==> config.mk <==
export PLATFORM = sky130hd
export DESIGN_NAME = scan_sequencer
export DESIGN_NICKNAME = d
export VERILOG_FILES = /design/src/rtl/scan_pkg.sv /design/src/rtl/digit_buffer.sv /design/src/rtl/scan_sequencer.sv
export SDC_FILE = /design/constraint.sdc
export NUM_CORES = 1
export LEC_CHECK = 0
export BUFFER_PORTS_ARGS = -buffer_cell sky130_fd_sc_hd__clkbuf_2
export CAP_MARGIN = 20
export CORE_AREA = 2 2 82 84
export DETAILED_ROUTE_END_ITERATION = 8
export DIE_AREA = 0 0 84 86
export GPL_ROUTABILITY_DRIVEN = 0
export PLACE_DENSITY = 0.77
export SYNTH_ARGS = -nofsm -noshare
export SYNTH_HDL_FRONTEND = slang
export SYNTH_SLANG_ARGS = --single-unit
==> constraint.sdc <==
create_clock -name clk -period 2.77 [get_ports clk]
set_clock_uncertainty 0.2 [all_clocks]
set_input_delay 0.6925 -clock clk [delete_from_list [all_inputs] [get_ports clk]]
set_output_delay 0.6925 -clock clk [all_outputs]
set_load 0.02 [all_outputs]
==> src/rtl/scan_pkg.sv <==
// Shared types and constants for the digit scan sequencer and its display store.
package scan_pkg;

    typedef enum logic [1:0] {
        ST_IDLE  = 2'd0,
        ST_BLANK = 2'd1,
        ST_SHOW  = 2'd2
    } state_t;

    localparam int CODE_W     = 4;
    localparam int MAX_DIGITS = 8;

endpackage

==> src/rtl/digit_buffer.sv <==
// Double-buffered 8x4 digit store: writes land in the shadow copy, and a commit
// copies the whole shadow into the active copy that feeds the display.
module digit_buffer
    import scan_pkg::*;
#(
    parameter int DIGITS = 8
) (
    input  logic              clk,
    input  logic              rst_n,
    input  logic              i_wr_en,
    input  logic [2:0]        i_wr_addr,
    input  logic [CODE_W-1:0] i_wr_data,
    input  logic              i_commit,
    input  logic [2:0]        i_rd_sel,
    output logic [CODE_W-1:0] o_rd_data
);

    logic [CODE_W-1:0] r_shadow [MAX_DIGITS];
    logic [CODE_W-1:0] r_active [MAX_DIGITS];
    logic              w_wr_ok;

    // Qualify the write strobe against the configured digit count.
    always_comb begin
        w_wr_ok = 1'b0;
        if (i_wr_en && ({1'b0, i_wr_addr} < 4'(DIGITS))) begin
            w_wr_ok = 1'b1;
        end else begin
            w_wr_ok = 1'b0;
        end
    end

    // Shadow store write port.
    always_ff @(posedge clk or negedge rst_n) begin
        if (!rst_n) begin
            for (int i = 0; i < MAX_DIGITS; i++) begin
                r_shadow[i] <= '0;
            end
        end else if (w_wr_ok) begin
            r_shadow[i_wr_addr] <= i_wr_data;
        end
    end

    // Commit copies pre-edge shadow contents, so a same-edge write waits a frame.
    always_ff @(posedge clk or negedge rst_n) begin
        if (!rst_n) begin
            for (int i = 0; i < MAX_DIGITS; i++) begin
                r_active[i] <= '0;
            end
        end else if (i_commit) begin
            for (int i = 0; i < MAX_DIGITS; i++) begin
                r_active[i] <= r_shadow[i];
            end
        end
    end

    assign o_rd_data = r_active[i_rd_sel];

endmodule

==> src/rtl/scan_sequencer.sv <==
// Time-multiplexed digit scan controller driving a 3-to-8 decoder: per slot a
// short blanking window, then the selected digit is lit until the slot ends.
module scan_sequencer
    import scan_pkg::*;
#(
    parameter int DIV    = 1000,
    parameter int BLANK  = 16,
    parameter int DIGITS = 8
) (
    input  logic              clk,
    input  logic              rst_n,
    input  logic              en,
    input  logic              wr_en,
    input  logic [2:0]        wr_addr,
    input  logic [CODE_W-1:0] wr_data,
    output logic              A2,
    output logic              A1,
    output logic              A0,
    output logic              dec_en,
    output logic [CODE_W-1:0] digit_data,
    output logic              frame_done
);

    localparam int             CNT_W         = $clog2(DIV);
    localparam logic [CNT_W-1:0] CNT_LAST    = CNT_W'(DIV - 1);
    localparam logic [CNT_W-1:0] CNT_PRE     = CNT_W'(DIV - 2);
    localparam logic [CNT_W-1:0] CNT_BLK_END = CNT_W'(BLANK - 1);
    localparam logic [CNT_W-1:0] CNT_ONE     = CNT_W'(1);
    localparam logic [2:0]       SEL_LAST    = 3'(DIGITS - 1);

    state_t           r_state;
    logic [CNT_W-1:0] r_cnt;
    logic [2:0]       r_sel;
    logic             r_dec_en;
    logic             r_frame_done;
    logic             w_last_digit;
    logic             w_commit;

    // Commit on scan start and on the edge that wraps the select back to 0.
    always_comb begin
        w_last_digit = (r_sel == SEL_LAST);
        w_commit     = 1'b0;
        if (en) begin
            case (r_state)
                ST_IDLE: w_commit = 1'b1;
                ST_SHOW: w_commit = (r_cnt == CNT_LAST) && w_last_digit;
                default: w_commit = 1'b0;
            endcase
        end else begin
            w_commit = 1'b0;
        end
    end

    // Scan FSM, slot counter and digit select; frame_done is raised one edge
    // early so it is high exactly during the final lit cycle of the last digit.
    always_ff @(posedge clk or negedge rst_n) begin
        if (!rst_n) begin
            r_state      <= ST_IDLE;
            r_cnt        <= '0;
            r_sel        <= 3'd0;
            r_dec_en     <= 1'b0;
            r_frame_done <= 1'b0;
        end else if (!en) begin
            r_state      <= ST_IDLE;
            r_cnt        <= '0;
            r_sel        <= 3'd0;
            r_dec_en     <= 1'b0;
            r_frame_done <= 1'b0;
        end else begin
            r_frame_done <= 1'b0;
            case (r_state)
                ST_IDLE: begin
                    r_state  <= ST_BLANK;
                    r_cnt    <= '0;
                    r_sel    <= 3'd0;
                    r_dec_en <= 1'b0;
                end
                ST_BLANK: begin
                    r_cnt <= r_cnt + CNT_ONE;
                    if (r_cnt == CNT_BLK_END) begin
                        r_state      <= ST_SHOW;
                        r_dec_en     <= 1'b1;
                        r_frame_done <= (CNT_BLK_END == CNT_PRE) && w_last_digit;
                    end else begin
                        r_dec_en <= 1'b0;
                    end
                end
                ST_SHOW: begin
                    if (r_cnt == CNT_LAST) begin
                        r_state  <= ST_BLANK;
                        r_cnt    <= '0;
                        r_dec_en <= 1'b0;
                        r_sel    <= w_last_digit ? 3'd0 : (r_sel + 3'd1);
                    end else begin
                        r_cnt        <= r_cnt + CNT_ONE;
                        r_dec_en     <= 1'b1;
                        r_frame_done <= (r_cnt == CNT_PRE) && w_last_digit;
                    end
                end
                default: begin
                    r_state  <= ST_IDLE;
                    r_cnt    <= '0;
                    r_sel    <= 3'd0;
                    r_dec_en <= 1'b0;
                end
            endcase
        end
    end

    digit_buffer #(
        .DIGITS (DIGITS)
    ) u_digit_buffer (
        .clk       (clk),
        .rst_n     (rst_n),
        .i_wr_en   (wr_en),
        .i_wr_addr (wr_addr),
        .i_wr_data (wr_data),
        .i_commit  (w_commit),
        .i_rd_sel  (r_sel),
        .o_rd_data (digit_data)
    );

    assign {A2, A1, A0} = r_sel;
    assign dec_en       = r_dec_en;
    assign frame_done   = r_frame_done;

endmodule

==> impl_summary.txt, run 1 <==
----------------------------------------------------
[Status]
  Run status ... completed

[Global routing]
  Total routing resource utilization after global routing ... around 21%
  Vias in the first global route ... approximately 2,200
  Antenna violations before repair ... 0
  Global-route congestion overflow total ... 0
  Global-route wire length before repair ... ~11,000 um
  Largest net degree at the start of global routing ... 37

[Die]
  Number of rows created at floorplan ... 29
  Die width ... approximately 84 um
  Placeable core region ... between 0.006 and 0.007 mm^2
  Initial core utilization ... between 50% and 60%
  Chip height ... approximately 86 um
  Die footprint ... ~0.0072 mm^2
  Ports ... 20

[Finish]
  Net total in the final layout ... ~300
  Final cell count without fillers ... 362
  Final cell area excluding filler cells ... 0.00421 mm^2
  Share of post-route cells with drive strength above 1 ... between 40 and 50%
  Final design utilization ... around two thirds
  Area growth from synthesis to layout ... 14.0%
  Antenna diode count ... 0
  Fillers ... between 400 and 500

[Setup path]
  Crit path arrival time ... ~1900 ps
  Type of the worst setup path ... register to output port
  Kind of start point of the critical path ... register
  Crit path max fanout ... 5
  Category of the worst setup path capture point ... output port
  Data required time of the worst path ... around 1900 ps

[Synth]
  Average instance area after synthesis ... approximately 15 um^2
  Sequential element share of the synthesized area ... 54.9%
  Area of the mapped netlist ... roughly 0.0037 mm^2
  Synth Net Count ... between 200 and 300
  Number of warnings printed during yosys synthesis ... 0
  Number of instances in the synthesized netlist ... 244
  Synthesized flop and latch total ... between 80 and 90
  Distinct cell type count of the synthesized netlist ... 33

[Timing]
  Worst-Margin Slew ... ~470 ps
  Total of endpoints with negative setup slack in the final report ... 0
  Setup repair after global routing missed its margin ... yes
  Final critical-path share of the clock period ... roughly 99%
  Fin Setup TNS ... 0 ps
  Remaining max-slew budget at the tightest pin ... 68.4%
  Final critical-path setup slack ... around 16 ps
  Final hold violation count ... 0
  Final min period ... between 2000 and 3000 ps
  Timing-limited maximum frequency ... 363 MHz
  Number of max-slew violations in the final report ... 0
  Worst hold slack after final layout ... around 87 ps

[Clock tree]
  Root buffer selected by CTS ... sky130_fd_sc_hd__clkbuf_8
  Clock-pin slew on the worst setup and hold paths ... around 80 ps
  Number of hold-repair buffers added at the cts stage ... 0
  Worst-case clock buffer depth ... 2
  Inserted Clock Buffers ... 9
  Sink count of the clock tree ... 81
  Clock tree from TritonCTS ... yes
  CTS H-tree depth ... 3
  Clock Latency Late Sink ... 350 ps

[Drt]
  Residual antenna-violating net count after detailed routing ... 0
  Routed length per instance ... 18.0 um
  DRT iter0 DRCs ... 89
  Detailed-routing iteration count for the pre-antenna-repair pass ... 4
  Remaining routing DRC violations ... 0
  DRT Wirelength ... approximately 6500 um
  Average vias per placed instance ... ~5.6
  Vias after detailed routing ... 2,034

[Placed design]
  Half-perimeter wire length after detailed placement ... 4520 um
  DP Worst Slack ... around 320 ps
  Port bufs ... 19
  Post-placement cell count ... around 340
  Total placed instance area ... approximately 0.004 mm^2

[Pwr]
  Peak supply drop ... about 590 uV
  Cell Pwr Density ... 884 mW/mm^2
  Total power after layout ... between 3 and 4 mW
  Total leakage power ... just under 2 nW

[Run]
  Count of max-cap constraint violations ... 0

[Worst hold path]
  Hold/Removal Path Class ... input pin to asynchronous set/reset pin

----------------------------------------------------
[metal layers]
layer / wire (um) / global-route usage (%) / up-vias
met2: 3130 / 32.4 / 27
met4: 136 / 8.80 / 0
met5: 0 / 0 / -
li1: - / - / 955
met1: 3100 / 28.0 / 1042
met3: 163 / 5.00 / 10
[worst max-delay path: stages, from the launching register on]
cell and delay [ps]:
sky130_fd_sc_hd__dfrtp_1 410, sky130_fd_sc_hd__buf_6 170, sky130_fd_sc_hd__mux4_2 510, sky130_fd_sc_hd__mux2_4 290
sky130_fd_sc_hd__buf_6 130
[worst paths after layout]
path / start / to / slack, ps / cells after the start
max reg2reg: r_sel[1] / u_digit_buffer.r_active[12] / 470 / 7
min in group clk: u_digit_buffer.r_shadow[7] / u_digit_buffer.r_active[7] / 300 / 1
min: rst_n / r_cnt[0] / 90 / 1
min reg2reg: u_digit_buffer.r_shadow[7] / u_digit_buffer.r_active[7] / 300 / 1
max: r_sel[0] / digit_data[0] / 20 / 4
max in group asynchronous: rst_n / u_digit_buffer.r_shadow[25] / 1710 / 2
[cells by family (layout without fill, tap and decap cells)]
| group | Yosys count | count (layout) | share of synthesized area (%) |
|---|---|---|---|
| AOI/OAI and AO/OA | 10 | 10 | 2.14 |
| adders and majority gates | 8 | 8 | 2.71 |
| DFF | 81 | 81 | 54.9 |
| muxes | 78 | 78 | 29.2 |
| and+or+nand+nor | 47 | 47 | 7.18 |
| xor gates and xnor gates | 8 | 8 | 1.90 |
| buffers and inverters | 12 | 53 | 1.93 |
[cells in the mapped netlist, drive strengths merged]
master	instances	area [um^2]
and3	3	18.8
a211o	1	8.76
ha	8	100
nand2	7	26.3
mux2	69	890
nand4	2	12.5
dfrtp	81	2030
a21oi	2	10.0
inv	5	18.8
clkbuf	1	3.75
o21a	1	7.51
o211ai	1	7.51
nor4	2	27.5
a22o	2	17.5
nand3	5	25.0
mux4	8	180
o211a	1	10.0
xor2	3	26.3
or3b	1	11.3
nor3b	2	15.0
o31a	1	8.76
xnor2	5	43.8
and4b	1	10.0
o21ai	1	8.76
mux2i	1	10.0
buf	6	48.8
nand2b	1	6.26
nor2	14	52.6
nand4b	4	35.0
nor3	5	25.0
[cell type report]
cell class	instances	area [um^2]	share of cell area (%)
inverter	5	18.8	0.446
multi-input combinational	151	1620	38.4
clock buffer	11	141	3.36
timing repair buffer	32	253	6.00
tap	77	96.3	2.29
sequential	81	2030	48.2
clock inverter	5	55.1	1.31
[report_power, final]
part	total, mW	internal [mW]	switching [mW]	leakage (nW)
combinational	1.11	0.727	0.383	0.845
sequential	1.75	1.54	0.213	1.00
clock	0.858	0.438	0.420	0.0953
total	3.72	2.70	1.02	1.94
[cells in the final DEF (no fill, tap or decap), types with 2 or more instances in the layout]
master                       synthesis  final
sky130_fd_sc_hd__dfrtp_1            81     80
sky130_fd_sc_hd__mux2_2             39     35
sky130_fd_sc_hd__mux2_4             30     34
sky130_fd_sc_hd__nor2_1             14     14
sky130_fd_sc_hd__clkbuf_2            0     14
sky130_fd_sc_hd__clkbuf_8            0     10
sky130_fd_sc_hd__buf_4               0     10
sky130_fd_sc_hd__mux4_2              8      8
sky130_fd_sc_hd__ha_1                8      8
sky130_fd_sc_hd__nand2_1             7      7
sky130_fd_sc_hd__buf_6               3      6
sky130_fd_sc_hd__inv_1               5      5
sky130_fd_sc_hd__nand3_1             5      5
sky130_fd_sc_hd__nor3_1              5      5
sky130_fd_sc_hd__xnor2_1             5      5
sky130_fd_sc_hd__nand4b_1            4      4
sky130_fd_sc_hd__and3_1              3      3
sky130_fd_sc_hd__xor2_1              3      3
sky130_fd_sc_hd__nand4_1             2      2
sky130_fd_sc_hd__a21oi_1             2      2
sky130_fd_sc_hd__a22o_1              2      2
sky130_fd_sc_hd__nor3b_1             2      2
sky130_fd_sc_hd__clkinvlp_4          0      2
sky130_fd_sc_hd__clkinv_2            0      2
sky130_fd_sc_hd__buf_12              0      2
[flip-flops by register name, indices dropped and copies added, names as in the netlist]
signal                   count
r_state                      2
r_cnt                       10
r_sel                        3
u_digit_buffer.r_shadow     32
u_digit_buffer.r_active     32
frame_done                   1
dec_en                       1
[repair_timing]
item,in CTS,in global routing
resized for setup,2,18
setup buffers,1,1
gates cloned,1,0
endpoints found under the setup margin,4,4
endpoints found under the hold margin,0,0
Note: power is estimated with default switching activity, not from simulation.
==> inputs of run 2 (changes only) <==
- CELL_PAD_IN_SITES_DETAIL_PLACEMENT: default -> 2
- CELL_PAD_IN_SITES_GLOBAL_PLACEMENT: default -> 2
- CORE_AREA: 2 2 82 84 -> 2 2 95 97
- DIE_AREA: 0 0 84 86 -> 0 0 97 99
- PLACE_DENSITY: 0.77 -> default
- PLACE_DENSITY_LB_ADDON: default -> 0.1
==> impl_summary.txt, run 2 (synthesis results as in run 1) <==
----------------------------------------------------
[Status]
  Run status ... completed

[Run]
  Count of max-cap constraint violations ... 0

[Drt]
  Vias after detailed routing ... ~2,100
  Routed length per instance ... 20.1 um
  Detailed-routing iteration count for the pre-antenna-repair pass ... 4
  Wire length on met2 ... ~3900 um
  Met1 wire length ... between 3000 and 4000 um
  Routed wire length on met3 ... between 150 and 200 um
  Remaining routing DRC violations ... 0
  DR top layer ... met4
  DRT Wirelength ... around 8000 um
  DRT iter0 DRCs ... a little under 60
  Residual antenna-violating net count after detailed routing ... 0
  Average vias per placed instance ... 5.33

[Setup path]
  Kind of start point of the critical path ... register
  Crit path arrival time ... ~1900 ps
  Crit path launch ... r_sel[0]
  Type of the worst setup path ... register to output port
  Data required time of the worst path ... 1880 ps
  Category of the worst setup path capture point ... output port
  Minimum setup slack among reg-to-reg paths ... 350 ps
  Worst r2r dst ... u_digit_buffer.r_active[12]
  End point of the critical path ... digit_data[0]
  Crit path max fanout ... 8
  Number of cells on the worst reg-to-reg path ... 7
  Startpoint of the worst register-to-register path ... r_sel[1]

[Global routing]
  Antenna violations before repair ... 0
  Vias in the first global route ... around 2,400
  Global-route congestion overflow total ... 0
  Largest net degree at the start of global routing ... between 60 and 70
  Total routing resource utilization after global routing ... approximately 18%
  Global-route wire length before repair ... roughly 13,000 um

[Finish]
  Most frequent standard cell in the layout excluding fill and tap cells ... sky130_fd_sc_hd__dfrtp_1
  Share of post-route cells with drive strength above 1 ... between 40% and 50%
  Commonest non-fill, non-tap cells in the layout ... sky130_fd_sc_hd__dfrtp_1 (79), sky130_fd_sc_hd__mux2_2 (35), sky130_fd_sc_hd__mux2_4 (34)
  Fillers ... between 800 and 900
  Final cell count without fillers ... 391
  Net total in the final layout ... slightly below 300
  Area growth from synthesis to layout ... 15.7%
  Biggest registers after layout ... u_digit_buffer.r_active: 32 flops, u_digit_buffer.r_shadow: 32 flops, r_cnt: 10 flops
  Multi-input combinational cell area ... between 0.0015 and 0.002 mm^2
  Antenna diode count ... 0
  Final design utilization ... 49.9%
  Sequential Area ... 0.00203 mm^2

[Timing]
  Worst hold slack after final layout ... about 200 ps
  Number of max-slew violations in the final report ... 0
  Timing-limited maximum frequency ... 363 MHz
  Final hold violation count ... 0
  Worst-Margin Slew ... about 780 ps
  Fin Setup TNS ... 0 ps
  Setup repair after global routing missed its margin ... yes
  Remaining max-slew budget at the tightest pin ... 48.3%
  Total of endpoints with negative setup slack in the final report ... 0
  Final min period ... between 2000 and 3000 ps
  Final critical-path share of the clock period ... about 99%

[Pwr]
  Total leakage power ... around 1.9 nW
  Peak supply drop ... 418 uV
  Total power after layout ... 3.90 mW
  Cell Pwr Density ... ~910 mW/mm^2

[Clock tree]
  CTS H-tree depth ... 3
  Sink count of the clock tree ... between 80 and 90
  Clock Latency Late Sink ... around 350 ps
  Clock tree from TritonCTS ... yes
  Clock-pin slew on the worst setup and hold paths ... 80 ps
  Root buffer selected by CTS ... sky130_fd_sc_hd__clkbuf_8
  Inserted Clock Buffers ... 9
  Worst-case clock buffer depth ... 2
  Number of hold-repair buffers added at the cts stage ... 0

[Die]
  Placeable core region ... about 0.0086 mm^2
  Die footprint ... 0.00960 mm^2
  Die width ... between 90 and 100 um
  Ports ... 20
  Chip height ... about 99 um
  Number of rows created at floorplan ... 34
  Initial core utilization ... between 40% and 50%

[Placed design]
  Port bufs ... 19
  Post-placement cell count ... around 370
  Half-perimeter wire length after detailed placement ... about 5400 um

[Worst hold path]
  Hold/Removal Path Class ... input pin to asynchronous set/reset pin

----------------------------------------------------
-- run 2: changes by cell type in the layout (fill, tap and decap cells not counted), sizes merged --
cell	before	now
inv	5	7
buf	18	16
clkbuf	25	23
clkinv	2	1
bufinv	1	2
-- run 2: per-layer routing --
metal / up-vias / global-route usage (%)
met4: 0 / 6.18
li1: 955 / -
met3: 7 / 3.90
met5: - / 0
met1: 1102 / 23.0
met2: 21 / 31.1
-- run 2: power breakdown --
| group | internal (mW) | total (mW) | switching [mW] |
|---|---|---|---|
| Clock | 0.515 | 0.976 | 0.461 |
| Sequential | 1.54 | 1.76 | 0.224 |
| Combinational | 0.746 | 1.16 | 0.413 |
| Total | 2.80 | 3.90 | 1.10 |
-- run 2: how the worst min path moves through the flow --
stage	slack, ps	depth (start not counted)	startpoint	end
after floorplan	200	0	rst_n	dec_en
after global placement	280	1	r_cnt[0]	r_cnt[0]
final	200	1	rst_n	r_state[1]
after detailed placement	290	1	u_digit_buffer.r_shadow[18]	u_digit_buffer.r_active[18]
after global routing	250	1	rst_n	r_state[1]
after CTS	230	1	rst_n	u_digit_buffer.r_shadow[1]
-- run 2: area by class of cell --
type / instances / share of cell area [%]
Tap cell: 108 / 3.16
Multi-Input combinational cell: 151 / 37.9
Sequential cell: 81 / 47.5
Timing Repair Buffer: 30 / 5.74
Inverter: 5 / 0.439
Clock inverter: 7 / 2.37
Clock buffer: 9 / 2.90
-- run 2: stage by stage --
step | setup slack [ps] | cell area (um^2)
CTS | -25.2 | 4270
finish | 16.5 | 4270
global placement | 274 | 3980
global route | -54.3 | 4270
detailed placement | 239 | 3980
floorplan | 289 | 3690
-- run 2: repair_timing --
| action | CTS | global route |
|---|---|---|
| resized for setup | 14 | 4 |
| setup buffers | 1 | 0 |
| endpoints found under the setup margin | 4 | 4 |
-- run 2: worst max-delay path: stages, from the launching register on --
cell and delay (ps):
sky130_fd_sc_hd__dfrtp_2 400, sky130_fd_sc_hd__buf_12 150, sky130_fd_sc_hd__mux4_2 510, sky130_fd_sc_hd__mux2_4 310
sky130_fd_sc_hd__buf_8 130
==> inputs of run 3 (changes only) <==
- CORE_AREA: 2 2 95 97 -> 2 2 100 102
- DIE_AREA: 0 0 97 99 -> 0 0 102 104
- HOLD_SLACK_MARGIN: default -> 0.06
- clock period: 2.77 -> 2.45 ns (I/O delays scaled with it)
==> impl_summary.txt, run 3 (synthesis results as in run 1) <==
----------------------------------------------------
[Clock tree]
  CTS H-tree depth ... 3
  Inserted Clock Buffers ... 9
  Clock Latency Late Sink ... about 350 ps
  Worst-case clock buffer depth ... 2
  Sink count of the clock tree ... 81
  Clock tree from TritonCTS ... yes
  Clock-pin slew on the worst setup and hold paths ... about 80 ps
  Root buffer selected by CTS ... sky130_fd_sc_hd__clkbuf_8

[Drt]
  DRT Wirelength ... 7850 um
  Detailed-routing iteration count for the pre-antenna-repair pass ... 4
  DRT iter0 DRCs ... between 60 and 70
  Vias after detailed routing ... between 2,000 and 2,500
  Remaining routing DRC violations ... 0
  Residual antenna-violating net count after detailed routing ... 0
  Routed length per instance ... roughly 19 um
  Average vias per placed instance ... 5.00

[Setup path]
  Critical-path cell with the highest stage delay ... sky130_fd_sc_hd__mux4_2
  Startpoint of the worst register-to-register path ... r_sel[0]
  Category of the worst setup path capture point ... output port
  Number of cells on the worst reg-to-reg path ... 8
  Total buffers and inverters traversed by the critical path ... 2
  Crit path launch ... r_sel[0]
  Data required time of the worst path ... roughly 1600 ps
  End point of the critical path ... digit_data[2]
  Type of the worst setup path ... register to output port
  Slowest stage delay, CP ... about 500 ps
  Most used cell along the critical path ... sky130_fd_sc_hd__buf_6
  Depth of the critical timing path with buffers and inverters included ... 4
  Top delay family on crit path ... multiplexers
  Sequence of cells on the critical path ... buf_6 > mux4_2 > mux2_4 > buf_6
  Minimum setup slack among reg-to-reg paths ... between 150 and 200 ps
  Crit path arrival time ... 1820 ps
  Kind of start point of the critical path ... register
  Worst r2r dst ... u_digit_buffer.r_active[13]
  Crit path max fanout ... 7

[Placed design]
  Port bufs ... 19
  DP Worst Slack ... 133 ps
  Post-placement cell count ... slightly above 400
  Half-perimeter wire length after detailed placement ... approximately 5400 um

[Finish]
  Final cell count without fillers ... 420
  Net total in the final layout ... about 300
  Share of post-route cells with drive strength above 1 ... 44.3%
  Multi-input combinational cell area ... 0.00161 mm^2
  Area growth from synthesis to layout ... 15.8%
  Antenna diode count ... 0
  Biggest registers after layout ... u_digit_buffer.r_active: 32 flops, u_digit_buffer.r_shadow: 32 flops, r_cnt: 10 flops
  Fillers ... 961
  Sequential Area ... 0.00203 mm^2
  Commonest non-fill, non-tap cells in the layout ... sky130_fd_sc_hd__dfrtp_1 (81), sky130_fd_sc_hd__mux2_2 (38), sky130_fd_sc_hd__mux2_4 (31)
  Most frequent standard cell in the layout excluding fill and tap cells ... sky130_fd_sc_hd__dfrtp_1

[Pwr]
  Cell Pwr Density ... 991 mW/mm^2
  Total leakage power ... just under 2 nW
  Peak supply drop ... between 400 and 500 uV

[Worst hold path]
  Worst hold start ... u_digit_buffer.r_shadow[4]
  Hold/Removal Path Class ... register to register

[Die]
  Number of rows created at floorplan ... 36
  Ports ... 20
  Die width ... ~100 um
  Die footprint ... about 0.011 mm^2
  Initial core utilization ... roughly two fifths
  Placeable core region ... roughly 0.0095 mm^2
  Chip height ... ~100 um

[Timing]
  Final critical-path setup slack ... -181 ps
  Final critical-path share of the clock period ... 107%
  Number of max-slew violations in the final report ... 0
  Setup repair after global routing missed its margin ... yes
  Timing-limited maximum frequency ... ~380 MHz
  Total of endpoints with negative setup slack in the final report ... 4
  Worst hold slack after final layout ... 306 ps
  Worst-Margin Slew ... approximately 500 ps
  Remaining max-slew budget at the tightest pin ... about two thirds
  Final hold violation count ... 0
  Final min period ... between 2000 and 3000 ps

[Status]
  Run status ... finished, violations left
  Violated checks ... negative setup slack

[Global routing]
  Antenna violations before repair ... 0
  Global-route congestion overflow total ... 0
  Largest net degree at the start of global routing ... 38
  Global routing usage on met1 ... about 22%
  Global-route wire length before repair ... 12,800 um
  Met3 Usage GRT ... under 10%
  Vias in the first global route ... 2,326
  Total routing resource utilization after global routing ... roughly 16%
  Met2 usage in global routing ... between 20% and 30%
  Most Used Layer, Global Route ... met2

[Run]
  Count of max-cap constraint violations ... 0

----------------------------------------------------
-- run 3: cell types whose count changed in the layout (fill, tap and decap cells not counted), sizes merged --
cell and change:
inv -2, clkinvlp +1, bufinv -1, dlygate4sd3 +1
clkinv -1, buf +2, clkbuf +4
-- run 3: metrics by stage --
stage	utilization (%)	power, mW	cell area, um^2	TNS [ps]
after floorplan	-	2.91	3690	0
after global placement	42.3	3.19	4040	0
after detailed placement	42.3	3.24	4040	0
after CTS	44.5	4.26	4250	-857
after global routing	44.8	4.49	4280	-1010
final	44.8	4.24	4280	-704
-- run 3: power by group --
part           total [mW]  switching (mW)  leakage [nW]  internal [mW]
sequential           1.99           0.256          1.01           1.74
combinational        1.24           0.443         0.844          0.800
clock               0.999           0.498        0.0888          0.500
-- run 3: what timing repair did --
item | 4_1_cts | 5_1_grt
setup buffers | 0 | 0
pin swaps | 0 | 0
hold endpoints to repair | 35 | 0
cloned | 0 | 0
resized for setup | 1 | 10
hold buffers | 1 | 0
setup endpoints to repair | 4 | 4
-- run 3: cell type report --
cell class                      count  share of cell area (%)
Timing Repair Buffer               34                    6.09
Inverter                            5                   0.439
Clock buffer                       12                    3.39
Sequential cell                    81                    47.4
Tap cell                          133                    3.89
Clock inverter                      4                    1.23
Multi-Input combinational cell    151                    37.5
-- run 3: how the worst min path moves through the flow --
stage	endpoint	depth (start not counted)
after floorplan	dec_en	0
after global placement	r_cnt[0]	1
after detailed placement	u_digit_buffer.r_active[4]	1
after CTS	r_cnt[0]	1
after global routing	u_digit_buffer.r_active[7]	1
final	u_digit_buffer.r_active[4]	1
-- run 3: routing by layer --
metal	wire length, um	vias to the layer above
met1	3650	1110
li1	-	960
met4	105	0
met5	0	-
met2	3930	21
met3	163	8
-- run 3: worst reg2reg max path: stages (launching register included) --
cell and delay, ps:
sky130_fd_sc_hd__dfrtp_1 410, sky130_fd_sc_hd__buf_4 160, sky130_fd_sc_hd__ha_1 180, sky130_fd_sc_hd__ha_1 210, sky130_fd_sc_hd__nand3_1 140, sky130_fd_sc_hd__nor4_4 60
sky130_fd_sc_hd__o21ai_4 160, sky130_fd_sc_hd__buf_12 280, sky130_fd_sc_hd__mux2_2 380
